## config.mk

```make
export PLATFORM = sky130hd
export DESIGN_NAME = hpdcache_cmoh_flush
export DESIGN_NICKNAME = d
export VERILOG_FILES = /design/src/rtl/hpdcache_cmoh_flush.sv
export SDC_FILE = /design/constraint.sdc
export NUM_CORES = 1
export LEC_CHECK = 0
export CORE_MARGIN = 2
export CORE_UTILIZATION = 41
export DETAILED_ROUTE_END_ITERATION = 12
export GPL_ROUTABILITY_DRIVEN = 0
export PLACE_DENSITY = 0.78
export SETUP_SLACK_MARGIN = 0.15
export SLEW_MARGIN = 15
export SYNTH_ARGS = -nofsm -noshare
export SYNTH_HDL_FRONTEND = slang
export SYNTH_SLANG_ARGS = --single-unit
```

## constraint.sdc

```tcl
create_clock -name clk_i -period 1.9 [get_ports clk_i]
set_input_delay 0.38 -clock clk_i [delete_from_list [all_inputs] [get_ports clk_i]]
set_output_delay 0.38 -clock clk_i [all_outputs]
set_load 0.01 [all_outputs]
```

## src/rtl/hpdcache_cmoh_flush.sv

```systemverilog
// ----------------------------------------------------------------------------
// hpdcache_cmoh_flush
//   Cache-management-operation handler for HPDcache. Accepts one CMO request
//   at a time (fence, invalidate by nline/set/all, flush by nline/all,
//   flush+invalidate all). It drains the other cache units, walks the
//   directory set by set, issues per-way writeback requests to the flush
//   unit and invalidation strobes to the directory, and finally answers
//   with a response (error flag set for the illegal op code).
//
// Ports
//   clk_i, rst_ni                 clock, asynchronous active-low reset
//   *_empty_i                     idle status of wbuf/mshr/rtab/ctrl/flush
//   req_valid_i/req_ready_o       CMO request handshake
//   req_op_i/req_addr_i/req_way_i request op code, address, INVAL_SET mask
//   req_wait_o                    handler is waiting for other units
//   rsp_valid_o/rsp_ready_i       completion handshake, rsp_error_o flag
//   wbuf_flush_all_o              write-buffer flush-all request (fence)
//   dir_check_*                   directory lookup (result one cycle later)
//   dir_inval_*                   directory invalidation strobe
//   flush_req_*                   writeback request towards flush unit
// ----------------------------------------------------------------------------
module hpdcache_cmoh_flush #(
  parameter int unsigned WAYS        = 4,
  parameter int unsigned SETS        = 64,
  parameter int unsigned CL_OFFSET_W = 6,
  parameter int unsigned TAG_W       = 20,
  localparam int unsigned SET_W      = $clog2(SETS),
  localparam int unsigned ADDR_W     = TAG_W + SET_W + CL_OFFSET_W
) (
  input  logic              clk_i,
  input  logic              rst_ni,

  input  logic              wbuf_empty_i,
  input  logic              mshr_empty_i,
  input  logic              rtab_empty_i,
  input  logic              ctrl_empty_i,
  input  logic              flush_empty_i,

  input  logic              req_valid_i,
  output logic              req_ready_o,
  input  logic [2:0]        req_op_i,
  input  logic [ADDR_W-1:0] req_addr_i,
  input  logic [WAYS-1:0]   req_way_i,
  output logic              req_wait_o,

  output logic              rsp_valid_o,
  input  logic              rsp_ready_i,
  output logic              rsp_error_o,

  output logic              wbuf_flush_all_o,

  output logic              dir_check_o,
  output logic [SET_W-1:0]  dir_check_set_o,
  output logic [TAG_W-1:0]  dir_check_tag_o,
  input  logic [WAYS-1:0]   dir_check_hit_way_i,
  input  logic [WAYS-1:0]   dir_check_dirty_i,

  output logic              dir_inval_o,
  output logic [SET_W-1:0]  dir_inval_set_o,
  output logic [WAYS-1:0]   dir_inval_way_o,

  output logic              flush_req_valid_o,
  input  logic              flush_req_ready_i,
  output logic [SET_W-1:0]  flush_req_set_o,
  output logic [WAYS-1:0]   flush_req_way_o,
  output logic              flush_req_inval_o
);

  typedef enum logic [2:0] {
    OP_FENCE           = 3'd0,
    OP_INVAL_NLINE     = 3'd1,
    OP_INVAL_SET       = 3'd2,
    OP_INVAL_ALL       = 3'd3,
    OP_FLUSH_NLINE     = 3'd4,
    OP_FLUSH_ALL       = 3'd5,
    OP_FLUSH_INVAL_ALL = 3'd6,
    OP_ILLEGAL         = 3'd7
  } op_e;

  typedef enum logic [3:0] {
    ST_IDLE,
    ST_FENCE_WAIT,
    ST_DRAIN,
    ST_CHECK,
    ST_EVAL,
    ST_FLUSH,
    ST_INVAL,
    ST_FLUSH_DRAIN,
    ST_RSP
  } state_e;

  state_e                    state_q;
  op_e                       op_q;
  logic [TAG_W+SET_W-1:0]    addr_q;    // line address (offset dropped)
  logic [WAYS-1:0]           mask_q;
  logic [WAYS-1:0]           way_q;
  logic [SET_W-1:0]          set_cnt_q;
  logic                      error_q;

  // The byte offset inside a cacheline is irrelevant to every CMO.
  logic unused_addr_offset;
  assign unused_addr_offset = ^req_addr_i[CL_OFFSET_W-1:0];

  logic [SET_W-1:0] addr_set;
  logic [TAG_W-1:0] addr_tag;
  assign addr_set = addr_q[SET_W-1:0];
  assign addr_tag = addr_q[TAG_W+SET_W-1:SET_W];

  logic is_nline;
  logic last_set;
  assign is_nline = (op_q == OP_INVAL_NLINE) || (op_q == OP_FLUSH_NLINE);
  assign last_set = (set_cnt_q == SET_W'(SETS - 1));

  // Lowest set bit of the way register and what remains after serving it.
  logic [WAYS-1:0] way_lsb;
  logic [WAYS-1:0] way_rem;
  assign way_lsb = way_q & (~way_q + WAYS'(1));
  assign way_rem = way_q & ~way_lsb;

  logic [SET_W-1:0] walk_set;
  assign walk_set = is_nline ? addr_set : set_cnt_q;

  // Set-advance step: either finish the walk or move to the next set.
  state_e adv_state;
  logic   adv_inc;
  always_comb begin
    adv_state = ST_FLUSH_DRAIN;
    adv_inc   = 1'b0;
    if (last_set) begin
      adv_state = (op_q == OP_INVAL_ALL) ? ST_RSP : ST_FLUSH_DRAIN;
    end else begin
      adv_inc   = 1'b1;
      adv_state = (op_q == OP_INVAL_ALL) ? ST_INVAL : ST_CHECK;
    end
  end

  // Where to go once every dirty way of the current set has been flushed.
  // FLUSH_INVAL_ALL invalidates the set before advancing; the advance is
  // then taken from INVAL.
  state_e post_state;
  logic   post_inc;
  always_comb begin
    post_state = adv_state;
    post_inc   = adv_inc;
    if (op_q == OP_FLUSH_INVAL_ALL) begin
      post_state = ST_INVAL;
      post_inc   = 1'b0;
    end else if (op_q == OP_FLUSH_NLINE) begin
      post_state = ST_FLUSH_DRAIN;
      post_inc   = 1'b0;
    end
  end

  logic [WAYS-1:0] eval_way;
  always_comb begin
    case (op_q)
      OP_INVAL_NLINE: eval_way = dir_check_hit_way_i;
      OP_FLUSH_NLINE: eval_way = dir_check_hit_way_i & dir_check_dirty_i;
      default:        eval_way = dir_check_dirty_i;
    endcase
  end

  logic [WAYS-1:0] inval_way;
  logic [SET_W-1:0] inval_set;
  always_comb begin
    case (op_q)
      OP_INVAL_NLINE: inval_way = way_q;
      OP_INVAL_SET:   inval_way = mask_q;
      default:        inval_way = '1;
    endcase
    inval_set = ((op_q == OP_INVAL_NLINE) || (op_q == OP_INVAL_SET))
                ? addr_set : set_cnt_q;
  end

  always_ff @(posedge clk_i or negedge rst_ni) begin
    if (!rst_ni) begin
      state_q   <= ST_IDLE;
      op_q      <= OP_FENCE;
      addr_q    <= '0;
      mask_q    <= '0;
      way_q     <= '0;
      set_cnt_q <= '0;
      error_q   <= 1'b0;
    end else begin
      case (state_q)
        ST_IDLE: begin
          if (req_valid_i) begin
            op_q      <= op_e'(req_op_i);
            addr_q    <= req_addr_i[ADDR_W-1:CL_OFFSET_W];
            mask_q    <= req_way_i;
            way_q     <= '0;
            set_cnt_q <= '0;
            error_q   <= (req_op_i == OP_ILLEGAL);
            case (req_op_i)
              OP_FENCE:   state_q <= ST_FENCE_WAIT;
              OP_ILLEGAL: state_q <= ST_RSP;
              default:    state_q <= ST_DRAIN;
            endcase
          end
        end

        ST_FENCE_WAIT: begin
          if (wbuf_empty_i && rtab_empty_i) state_q <= ST_RSP;
        end

        ST_DRAIN: begin
          if (mshr_empty_i && rtab_empty_i && ctrl_empty_i) begin
            if ((op_q == OP_INVAL_SET) || (op_q == OP_INVAL_ALL))
              state_q <= ST_INVAL;
            else
              state_q <= ST_CHECK;
          end
        end

        ST_CHECK: state_q <= ST_EVAL;

        ST_EVAL: begin
          way_q <= eval_way;
          if (eval_way != '0) begin
            state_q <= (op_q == OP_INVAL_NLINE) ? ST_INVAL : ST_FLUSH;
          end else if (op_q == OP_INVAL_NLINE) begin
            state_q <= ST_RSP;
          end else begin
            state_q <= post_state;
            if (post_inc) set_cnt_q <= set_cnt_q + SET_W'(1);
          end
        end

        ST_FLUSH: begin
          if (flush_req_ready_i) begin
            way_q <= way_rem;
            if (way_rem == '0) begin
              state_q <= post_state;
              if (post_inc) set_cnt_q <= set_cnt_q + SET_W'(1);
            end
          end
        end

        ST_INVAL: begin
          if ((op_q == OP_INVAL_NLINE) || (op_q == OP_INVAL_SET)) begin
            state_q <= ST_RSP;
          end else begin
            state_q <= adv_state;
            if (adv_inc) set_cnt_q <= set_cnt_q + SET_W'(1);
          end
        end

        ST_FLUSH_DRAIN: begin
          if (flush_empty_i) state_q <= ST_RSP;
        end

        ST_RSP: begin
          if (rsp_ready_i) begin
            state_q <= ST_IDLE;
            error_q <= 1'b0;
          end
        end

        default: state_q <= ST_IDLE;
      endcase
    end
  end

  // Outputs are decoded from registered state; payloads are forced to zero
  // whenever their strobe is low.
  always_comb begin
    req_ready_o       = (state_q == ST_IDLE);
    req_wait_o        = (state_q == ST_FENCE_WAIT) || (state_q == ST_DRAIN) ||
                        (state_q == ST_FLUSH_DRAIN);
    rsp_valid_o       = (state_q == ST_RSP);
    rsp_error_o       = (state_q == ST_RSP) && error_q;
    wbuf_flush_all_o  = (state_q == ST_FENCE_WAIT) && rtab_empty_i;

    dir_check_o       = (state_q == ST_CHECK);
    dir_check_set_o   = dir_check_o ? walk_set : '0;
    dir_check_tag_o   = dir_check_o ? addr_tag : '0;

    dir_inval_o       = (state_q == ST_INVAL);
    dir_inval_set_o   = dir_inval_o ? inval_set : '0;
    dir_inval_way_o   = dir_inval_o ? inval_way : '0;

    flush_req_valid_o = (state_q == ST_FLUSH);
    flush_req_set_o   = flush_req_valid_o ? walk_set : '0;
    flush_req_way_o   = flush_req_valid_o ? way_lsb : '0;
    flush_req_inval_o = flush_req_valid_o && (op_q == OP_FLUSH_INVAL_ALL);
  end

endmodule

```

==> impl_metrics.ini <==
[global_route]
grtUsageTotal_pct = 36.7
grt_pass1_wl_um = 23100
grt_max_degree = 26
antenna_found_initial = 0
grt-ovfl-total = 0
grt_pass1_vias = 3990

[status]
status = finished, violations left
violations = negative setup slack

[power_and_ir_drop]
power.total_mw = 11.3
vdd_drop_max_mv = 1.09
p_int_mw = 6.26
cellLeakagePower_nw = 2.87
pwr-share-clk_pct = 6.4
pwr-share-seq_pct = 18.6
switchingPower_mw = 5.08
cellPowerDensity_mw_per_mm2 = 1760
switching_share_pct = 44.8
combPwrFrac_pct = 75.0

[clock_network]
insertion_delay_ps = 330
cts_root_buf = clkbuf_8
path_clk_slew_ps = 120
htree_levels = 2
cts_made_buffers = 5
holdBufCountCts = 0
cts_sinks = 48
cts_buffer_depth = 2
tritoncts = done

[floorplanning]
die_area_sq_mm = 0.00807
pin_count = 112
rows = 31
start_util_pct = 42.1
coreArea_sq_mm = 0.00718
die_x_um = 89.8
die_h_um = 89.8

[logic_synthesis]
syn_area_sq_mm = 0.00302
muxShareOfSynthArea_pct = 17.2
synth_fa_ha_area_share_pct = 1.16
yosysTopAreaCellShare_pct = 39.8
synth-edff-count = 0
synthCells = 321
yosys_register_bits = 48
ys_warn_count = 0
yosysSeqAreaShare_pct = 39.8
ys_types = 53
synthXorXnorAreaFrac_pct = 0.870
avgSynthCellArea_sq_um = 9.41
synth_simple_gate_area_share_pct = 23.1
ys_top_cells_by_area = dfrtp_1 40%, mux2_2 12%, mux2i_1 5.6%
synth_top_family_by_area = simple AND/OR/NAND/NOR gates
ys.flop_type = dfrtp_1
synth_compound_area_share_pct = 13.6
syn_nets = 380
async_reset_ff_share_pct = 100
synth_top_area_cell = dfrtp_1

[final_layout]
layout.cells.non_filler = 658
drive_gt1_share_pct = 59.9
fillers = 244
fin_nets = 617
seqCellArea_sq_mm = 0.00121
diodes = 0
design_area_sq_mm = 0.00642
utilization_pct = 89.5
area_growth_pct = 113
multi_input_area_sq_mm = 0.00239

[place]
io_buffers = 105
placed_area_sq_mm = 0.00487
pre_cts_ws_ps = -441
dpl.cell_count = 570
hpwl_um = 7450

[job]
maxCapViolations = 0

[worst_setup_path]
crit_path_end_kind = flop
crit_arrival_ps = 2580
cp_data_required_time_ps = 2100
crit_type = reg -> reg
crit_fanout = 3
cp-start-kind = flop
rrSetupSlack_ps = -490

[sta]
worst_slack_ps = -488
relSlewSlack_pct = 53.5
rsz0062_at_grt = yes
finalCritPeriodShare_pct = 126
max_slew.worst_pin.slew_ps = 698
finClkSkew_ps = 20.8
hold_violations = 0
setup_viol = 100
min_period_ps = 2390
final_max_slew_viol_count = 0
fmax_ghz = 0.419

[detailed_routing]
via_per_inst = 6.69
initialDrtViolationCount = 762
vias = 4401
ant_nets = 0
drt_pre_antenna_iters = 7
wl_per_cell_um = 30.0
drc_errors = 0
wirelength_um = 19700

[min_path]
hold_path_class = in -> async
## repair_timing
action | in CTS | in global routing
setup endpoints to repair | 99 | 103
buffers inserted | 47 | 24
pin swaps | 32 | 35
cloned | 8 | 1
gates resized for setup | 352 | 82
## registers in the layout (all words and copies together) (netlist names)
name and count:
mask_q 4, state_q 4, way_q 4, op_q 3, set_cnt_q 6, error_q 1, addr_q 26
## per-layer routing
layer | routed length [um] | GRT usage, %
met4 | 2280 | 18.5
met1 | 6610 | 44.7
met5 | 0 | 0
met3 | 2260 | 6.79
met2 | 8550 | 62.3
## per-stage QoR
stage | TNS, ps | hold WS [ps]
finish | -24280 | 82.1
global route | -25790 | 111
floorplan | 0 | 84.4
CTS | -7370 | 88.6
detailed placement | -12520 | 418
global placement | -11050 | 407
## layout make-up
cell class                      count  area share, %
Clock buffer                        6           1.29
Clock inverter                      2          0.234
Inverter                           12           1.01
Multi-Input combinational cell    242           37.3
Sequential cell                    48           18.8
Tap cell                           99           1.93
Timing Repair Buffer              249           39.4
## cell families (layout without fill, tap and decap cells)
group                    Yosys count  in the layout
AND/OR/NAND/NOR                  126            126
AO/OA/AOI/OAI                     61             62
multiplexers                      48             48
flip-flops                        48             48
buffers and inverters             32            269
adder cells (fa/ha/maj)            3              3
XOR/XNOR                           3              3
## layout by cell type, fill, tap and decap left out, drive strengths merged, types with 2 or more instances in the layout
cell,instances
xnor2,2
or4b,2
nand2b,9
a22oi,2
nor4b,2
nor2,32
a21oi,16
o22ai,6
nor2b,3
o211ai,3
a21o,2
inv,11
nor3b,5
clkbuf,7
clkdlybuf4s50,49
nand4b,2
buf,198
nand3,9
a2bb2oi,2
o32ai,5
nor4bb,2
nor3,4
o311a,2
o21ai,15
nand3b,3
clkinvlp,2
ha,2
nand2,16
dfrtp,48
mux2,31
and3,5
mux2i,17
and2,22
or3,3
nor4,4
## power groups by stage
stage	Clock, mW	Sequential, mW	Combinational [mW]
floorplan	0	1.75	2.91
global placement	0	1.84	4.38
detailed placement	0	1.86	4.52
CTS	0.673	1.90	6.51
global route	0.745	2.12	8.60
finish	0.729	2.11	8.50
## Yosys cell counts, drive strengths merged, types with 3 or more instances
library cell,instances
nand3,9
buf,9
mux2i,17
o21ai,15
or3,3
dfrtp,48
a21oi,15
nor2b,3
nor3b,5
and2,22
inv,12
o22ai,6
nand3b,3
nor4,4
and3,5
clkbuf,11
nor2,32
o32ai,5
mux2,31
nand2b,9
o211ai,3
nand2,16
nor3,4
## path summary, 6_finish.rpt
check | to | from | depth (start not counted)
max reg2reg | state_q[2] | set_cnt_q[1] | 9
min reg2reg | addr_q[7] | addr_q[7] | 1
min in group clk_i | addr_q[7] | addr_q[7] | 1
max in group asynchronous | state_q[2] | rst_ni | 2
max | state_q[2] | set_cnt_q[1] | 9
min | addr_q[18] | rst_ni | 1
## critical path, cell delays in order (launching register included)
cell and delay [ps]:
dfrtp_1 440, ha_1 300, nand3_1 230, nor2_1 250, ha_2 310, inv_1 100, a21oi_1 90, o221ai_1 140
nor4bb_2 280, a21oi_1 110
Note: power is estimated with default switching activity, not from simulation.
